**src/rtl/display_pkg.sv**
```systemverilog
`default_nettype none
// ============================================================================
// Module      : display_pkg
// Description : Shared definitions for the serial 7-segment display stream:
//               segment pattern constants, reader state encoding and the
//               pattern-to-digit decode function.
// Revision    : 1.0 - initial release
// ============================================================================
package display_pkg;

  localparam int c_seg_bits = 7;
  localparam int c_acc_w    = 10;  // holds up to 999 plus the final weight of 1000

  // Segment patterns, bit6..bit0; bit0 is the first bit on the wire
  localparam logic [6:0] c_seg_0 = 7'b1111110;
  localparam logic [6:0] c_seg_1 = 7'b1000010;
  localparam logic [6:0] c_seg_2 = 7'b0110111;
  localparam logic [6:0] c_seg_3 = 7'b0100101;
  localparam logic [6:0] c_seg_4 = 7'b1001011;
  localparam logic [6:0] c_seg_5 = 7'b1101101;
  localparam logic [6:0] c_seg_6 = 7'b1111101;
  localparam logic [6:0] c_seg_7 = 7'b1000111;
  localparam logic [6:0] c_seg_8 = 7'b1111111;
  localparam logic [6:0] c_seg_9 = 7'b1101111;

  typedef enum logic [1:0] {
    IDLE   = 2'd0,
    SAMPLE = 2'd1,
    STEP   = 2'd2,
    DONE   = 2'd3
  } state_t;

  // Returns {valid, digit}; unknown patterns give valid=0 and digit=0
  function automatic logic [4:0] seg_to_digit(input logic [6:0] seg);
    logic [4:0] r;
    case (seg)
      c_seg_0: r = {1'b1, 4'd0};
      c_seg_1: r = {1'b1, 4'd1};
      c_seg_2: r = {1'b1, 4'd2};
      c_seg_3: r = {1'b1, 4'd3};
      c_seg_4: r = {1'b1, 4'd4};
      c_seg_5: r = {1'b1, 4'd5};
      c_seg_6: r = {1'b1, 4'd6};
      c_seg_7: r = {1'b1, 4'd7};
      c_seg_8: r = {1'b1, 4'd8};
      c_seg_9: r = {1'b1, 4'd9};
      default: r = 5'd0;
    endcase
    return r;
  endfunction

endpackage
`default_nettype wire

```
**src/rtl/seg7_to_digit.sv**
```systemverilog
`default_nettype none
// ============================================================================
// Module      : seg7_to_digit
// Description : Combinational 7-segment pattern to BCD digit decoder.
// Revision    : 1.0 - initial release
// ============================================================================
module seg7_to_digit
  import display_pkg::*;
(
  input  logic [6:0] seg,
  output logic [3:0] digit,
  output logic       digit_valid
);

  assign {digit_valid, digit} = seg_to_digit(seg);

endmodule
`default_nettype wire

```
**src/rtl/display_stream_reader.sv**
```systemverilog
`default_nettype none
// ============================================================================
// Module      : display_stream_reader
// Description : Reads a multi-digit value back from the serial 7-segment
//               display stream, rebuilding the binary value and flagging
//               invalid patterns or loss of alignment with the decoder.
// Revision    : 1.0 - initial release
// ============================================================================
module display_stream_reader
  import display_pkg::*;
#(
  parameter int MAX_DIGITS = 3,
  parameter int VALUE_W    = 16
) (
  input  logic               clk,
  input  logic               rst_n,
  input  logic               start,
  input  logic [1:0]         digit_count,
  input  logic               led_data,
  input  logic               peer_busy,
  output logic               next_led,
  output logic [VALUE_W-1:0] value,
  output logic               valid,
  output logic               error,
  output logic               busy
);

  localparam logic [1:0] c_max_n = 2'(MAX_DIGITS);

  state_t             r_state;
  state_t             w_state_next;
  logic [2:0]         r_bit_idx;
  logic [1:0]         r_digit_idx;
  logic [1:0]         r_num_digits;
  logic [6:0]         r_seg;
  logic [c_acc_w-1:0] r_acc;
  logic [c_acc_w-1:0] r_weight;
  logic               r_first;
  logic [VALUE_W-1:0] r_value;
  logic               r_valid;
  logic               r_error;
  logic               r_busy;

  logic [1:0]         w_num_digits;
  logic [1:0]         w_digit_inc;
  logic               w_accept;
  logic               w_desync;
  logic               w_last_bit;
  logic               w_last_digit;
  logic [3:0]         w_digit;
  logic               w_digit_ok;
  logic [c_acc_w-1:0] w_term;
  logic [c_acc_w-1:0] w_weight_x10;

  seg7_to_digit u_seg7_to_digit (
    .seg         (r_seg),
    .digit       (w_digit),
    .digit_valid (w_digit_ok)
  );

  assign w_accept     = start && !peer_busy;
  // The first bit is presented while the decoder is still idle; every later
  // bit must be seen with the decoder stepping.
  assign w_desync     = !r_first && !peer_busy;
  assign w_last_bit   = (r_bit_idx == 3'd6);
  assign w_digit_inc  = r_digit_idx + 2'd1;
  assign w_last_digit = (w_digit_inc == r_num_digits);
  assign w_term       = w_digit_ok ? (c_acc_w'(w_digit) * r_weight) : '0;
  assign w_weight_x10 = (r_weight << 3) + (r_weight << 1);

  // Effective digit count: zero reads one digit, clamp to the supported maximum
  always_comb begin
    w_num_digits = digit_count;
    if (digit_count == 2'd0) begin
      w_num_digits = 2'd1;
    end else if (digit_count > c_max_n) begin
      w_num_digits = c_max_n;
    end
  end

  // State register
  always_ff @(posedge clk or negedge rst_n) begin
    if (!rst_n) begin
      r_state <= IDLE;
    end else begin
      r_state <= w_state_next;
    end
  end

  // Next-state logic and the advance strobe (one cycle per STEP)
  always_comb begin
    w_state_next = r_state;
    next_led     = 1'b0;
    case (r_state)
      IDLE: begin
        if (w_accept) begin
          w_state_next = SAMPLE;
        end
      end
      SAMPLE: begin
        w_state_next = w_desync ? DONE : STEP;
      end
      STEP: begin
        next_led = 1'b1;
        if (!w_last_bit) begin
          w_state_next = SAMPLE;
        end else if (w_last_digit) begin
          w_state_next = DONE;
        end else begin
          w_state_next = SAMPLE;
        end
      end
      DONE: begin
        w_state_next = IDLE;
      end
      default: begin
        w_state_next = IDLE;
      end
    endcase
  end

  // Bit capture, digit accumulation and result/flag registers
  always_ff @(posedge clk or negedge rst_n) begin
    if (!rst_n) begin
      r_bit_idx    <= '0;
      r_digit_idx  <= '0;
      r_num_digits <= '0;
      r_seg        <= '0;
      r_acc        <= '0;
      r_weight     <= '0;
      r_first      <= 1'b0;
      r_value      <= '0;
      r_valid      <= 1'b0;
      r_error      <= 1'b0;
      r_busy       <= 1'b0;
    end else begin
      r_valid <= 1'b0;
      case (r_state)
        IDLE: begin
          if (w_accept) begin
            r_num_digits <= w_num_digits;
            r_acc        <= '0;
            r_weight     <= c_acc_w'(1);
            r_error      <= 1'b0;
            r_busy       <= 1'b1;
            r_bit_idx    <= '0;
            r_digit_idx  <= '0;
            r_first      <= 1'b1;
          end
        end
        SAMPLE: begin
          r_seg[r_bit_idx] <= led_data;
          r_first          <= 1'b0;
          if (w_desync) begin
            r_error <= 1'b1;
          end
        end
        STEP: begin
          if (!w_last_bit) begin
            r_bit_idx <= r_bit_idx + 3'd1;
          end else begin
            r_acc       <= r_acc + w_term;
            r_weight    <= w_weight_x10;
            r_bit_idx   <= '0;
            r_digit_idx <= w_digit_inc;
            if (!w_digit_ok) begin
              r_error <= 1'b1;
            end
          end
        end
        DONE: begin
          r_value <= {{(VALUE_W-c_acc_w){1'b0}}, r_acc};
          r_valid <= 1'b1;
          r_busy  <= 1'b0;
        end
        default: begin
        end
      endcase
    end
  end

  assign value = r_value;
  assign valid = r_valid;
  assign error = r_error;
  assign busy  = r_busy;

endmodule
`default_nettype wire

```
**config.mk**
```make
export PLATFORM = sky130hd
export DESIGN_NAME = display_stream_reader
export DESIGN_NICKNAME = d
export VERILOG_FILES = /design/src/rtl/display_pkg.sv /design/src/rtl/seg7_to_digit.sv /design/src/rtl/display_stream_reader.sv
export SDC_FILE = /design/constraint.sdc
export NUM_CORES = 1
export LEC_CHECK = 0
export BUFFER_PORTS_ARGS = -buffer_cell sky130_fd_sc_hd__buf_2
export CAP_MARGIN = 0
export CORE_ASPECT_RATIO = 0.9
export CORE_MARGIN = 4
export CORE_UTILIZATION = 40
export CTS_CLUSTER_DIAMETER = 80
export CTS_CLUSTER_SIZE = 16
export DETAILED_ROUTE_END_ITERATION = 10
export PLACE_DENSITY = 0.56
export RECOVER_POWER = 25
export REMOVE_ABC_BUFFERS = 1
export SLEW_MARGIN = 20
export SYNTH_ARGS = -nofsm -noshare
export SYNTH_HDL_FRONTEND = slang
export SYNTH_SLANG_ARGS = --single-unit
```
**constraint.sdc**
```tcl
create_clock -name clk -period 11.7 [get_ports clk]
set_input_delay 1.17 -clock clk [delete_from_list [all_inputs] [get_ports clk]]
set_output_delay 1.17 -clock clk [all_outputs]
set_load 0.02 [all_outputs]
```
==> run_results.csv <==
group,metric,value,unit
clock_network,numCtsBuffers,5,
critical_path,r2r_setup_slack,6280,ps
synth,synth_edf_count,0,
clock_network,cts_root_buffer,"clkbuf_8",
place,pre_cts_slack,6300,ps
clock_network,cts_sinks,50,
floorplan,die_h,101,microns
critical_path,cp.arrival,5650,ps
clock_network,cts_tree,"built",
clock_network,postCtsHoldBufs,0,
critical_path,cp_max_fo,13,
synth,synth_ff_type,"dfrtp_1",
global_route,grt_pass1_wl,14000,microns
critical_path,crit_type,"flop to flop",
synth,synth_area,3830,sq um
global_route,antenna_found_initial,0,
timing,final-hold-violation-count,0,
floorplan,io_pins,27,
timing,maxSlewHeadroom,-81.8,%
place,portBuffers,20,
timing,max_freq,185,MHz
clock_network,clockBufferDepth,2,
run_status,violations,"capacitance limit, slew limit",
timing,setup-violations-final,0,
min_path,hold_start,"r_weight[9]",
routing,drt_iter0_markers,121,
global_route,track_usage,15.1,%
synth,yosysWarningCount,0,
place,gp_congestion,0.828,
critical_path,rr_endpoint,"r_acc[9]",
clock_network,post-cts-setup-buffers,0,
routing,drc_errors,0,
place,place_hpwl,5900,microns
routing,ant_nets,0,
clock_network,clk_latency,300,ps
timing,postLayoutSetupSlackWorst,6280,ps
final_layout,drive_gt1_share,12.6,%
routing,vias,2828,
min_path,holdPathEnd,"r_weight[9]",
synth,seq_area_frac_synth,32.6,%
final_layout,n_antenna_cell,0,
power_and_ir_drop,p_total,0.613,mW
floorplan,start_util,41.5,%
min_path,hold_path.class,"flop to flop",
synth,synth_cell_types,48,
critical_path,setup.worst_path.start_class,"flop",
synth,async_flop_share,100,%
timing,worst_clock_skew,8.04,ps
min_path,holdPathStages,2,
routing,wl_per_cell,14.4,microns
global_route,grt_max_degree,51,
routing,vias_per_cell,5.15,
clock_network,cts-resized-gates,0,
flow_run,drv.max_cap_violation_count,1,
timing,timing.setup.tns,0,ps
routing,firstDrtPassIters,4,
final_layout,final_nets,478,
power_and_ir_drop,leakage,2.08,nW
floorplan,fp.dieW,111,microns
timing,rsz0062_at_grt,"false",
run_status,outcome,"complete, but fails checks",
critical_path,ff2ff_path_depth,22,
synth,avgSynthCellArea,9.31,sq um
synth,ys_ff_latch,50,
synth,synthCells,412,
routing,routed_wl,7890,microns
floorplan,fp-row-count,33,
power_and_ir_drop,power_density,149,nW/um^2
timing,hold_ws,485,ps
critical_path,required,11930,ps
timing,tightestPinTransition,2730,ps
timing,period_needed,5420,ps
power_and_ir_drop,vdd_drop_max,0.000146,V
critical_path,worst_setup_path_end_kind,"flop",
global_route,grt_pass1_vias,2897,
final_layout,final_core_util,44.5,%
clock_network,clk_pin_slew,100,ps
global_route,grt_overflow,0,
floorplan,fp.dieArea,11200,sq um
timing,drv_slew,51,
floorplan,core-area,9250,sq um
critical_path,reg2reg_from,"r_seg[6]",
timing,post-route-period-util,46.3,%
final_layout,area_delta_synth_final,7.47,%
clock_network,htree_levels,2,
[synth_stat cells (all sizes together), types with 3 or more instances]
cell type   n  area, sq um
a211oi      3         27.5
a21o       15          114
a21oi      16         80.1
a22o        7         61.3
a31oi       4         25.0
and2       21          131
buf        14         83.8
clkbuf      6         22.5
dfrtp      50         1250
fa         15          300
ha         30          375
inv        29          109
mux2       19          214
nand2      49          184
nand2b      9         56.3
nand3       7         35.0
nor2       22         82.6
nor2b       6         37.5
nor3        9         45.0
o21ai      31          155
xnor2      13          114
xor2        7         61.3
[critical path, cell delays in order (launching register included)]
cell and delay, ps:
dfrtp_1 500, and4b_1 300, a31oi_1 40, o31ai_1 770, nand2_1 160, fa_1 510, inv_1 50, fa_1 560
inv_1 60, fa_1 420, nor2b_1 160, o21ai_0 100, nand2b_1 120, a21o_1 120, a21oi_1 70, xor2_1 150
nor2_1 60, ha_1 320, a21o_1 120, a31oi_1 40, or3_1 370, and2_1 180, o211ai_2 140
[layout by cell type (no fill, tap or decap), types with 2 or more instances in the layout]
cell type | Yosys | final
nand4b_1 | 2 | 2
or2_2 | 2 | 2
o31ai_1 | 2 | 2
o21ai_0 | 31 | 31
inv_1 | 29 | 29
xor2_1 | 7 | 7
nor3_1 | 9 | 9
a21oi_1 | 16 | 16
o22ai_1 | 2 | 2
mux2_2 | 19 | 19
o32ai_1 | 2 | 2
nand2b_1 | 9 | 9
buf_2 | 7 | 20
nand2_1 | 49 | 49
clkbuf_8 | 0 | 5
fa_1 | 15 | 15
clkbuf_1 | 6 | 2
ha_1 | 30 | 30
conb_1 | 1 | 6
and2_1 | 21 | 21
dfrtp_1 | 50 | 50
and4b_1 | 2 | 2
a22o_1 | 7 | 7
nor2b_1 | 6 | 6
nor2_1 | 22 | 22
a21o_1 | 14 | 14
xnor2_1 | 13 | 13
o21bai_1 | 2 | 2
xnor3_1 | 2 | 2
a211oi_1 | 2 | 2
nand3_1 | 7 | 7
a31oi_1 | 4 | 4
[state kept, by name (all words and copies together) (netlist names)]
register	count
r_seg	7
r_state	2
value	10
r_acc	10
r_bit_idx	3
valid	1
r_first	1
error	1
r_digit_idx	2
r_weight	10
busy	1
r_num_digits	2
[worst max path at each step]
stage / end / cells past startpoint / from / slack (ps)
floorplan: r_acc[9] / 22 / r_seg[6] / 6860
global placement: r_acc[9] / 22 / r_seg[6] / 6540
detailed placement: r_acc[9] / 22 / r_seg[6] / 6300
CTS: r_acc[9] / 22 / r_seg[6] / 6280
global route: r_acc[9] / 22 / r_seg[6] / 5810
finish: r_acc[9] / 22 / r_seg[6] / 6280
[per-stage QoR]
| stage | instance area, sq um | std cells |
|---|---|---|
| global route | 4120 | 549 |
| CTS | 4120 | 549 |
| floorplan | 3750 | 397 |
| finish | 4120 | 549 |
| detailed placement | 4010 | 541 |
| global placement | 4010 | 541 |
[routing by layer]
| layer | global-route usage [%] | vias to the layer above | routed length [microns] |
|---|---|---|---|
| met1 | 23.1 | 1362 | 4340 |
| met3 | 1.68 | 5 | 169 |
| met2 | 22.8 | 29 | 3300 |
| li1 | - | 1432 | - |
| met4 | 3.84 | 0 | 77 |
| met5 | 0 | - | 0 |
[logic make-up after synthesis]
| group | synth area share, % |
|---|---|
| XOR/XNOR | 5.74 |
| adder cells (fa/ha/maj) | 17.6 |
| AO/OA/AOI/OAI | 15.4 |
| buffers and inverters | 5.61 |
| flip-flops | 32.6 |
| multiplexers | 5.58 |
| other | 0.0978 |
| AND/OR/NAND/NOR | 17.3 |
[report_power, final]
group	switching, mW	total, mW	internal, mW
combinational	0.141	0.229	0.0883
sequential	0.0554	0.261	0.205
clock	0.0594	0.123	0.0639
[layout make-up]
| type | instances | area, sq um |
|---|---|---|
| Clock buffer | 6 | 72.6 |
| Clock inverter | 2 | 37.5 |
| Fill cell | 931 | 5130 |
| Inverter | 29 | 109 |
| Multi-Input combinational cell | 318 | 2390 |
| Sequential cell | 50 | 1250 |
| Tap cell | 122 | 153 |
| Timing Repair Buffer | 22 | 111 |
(Power assumes the default switching activity.)
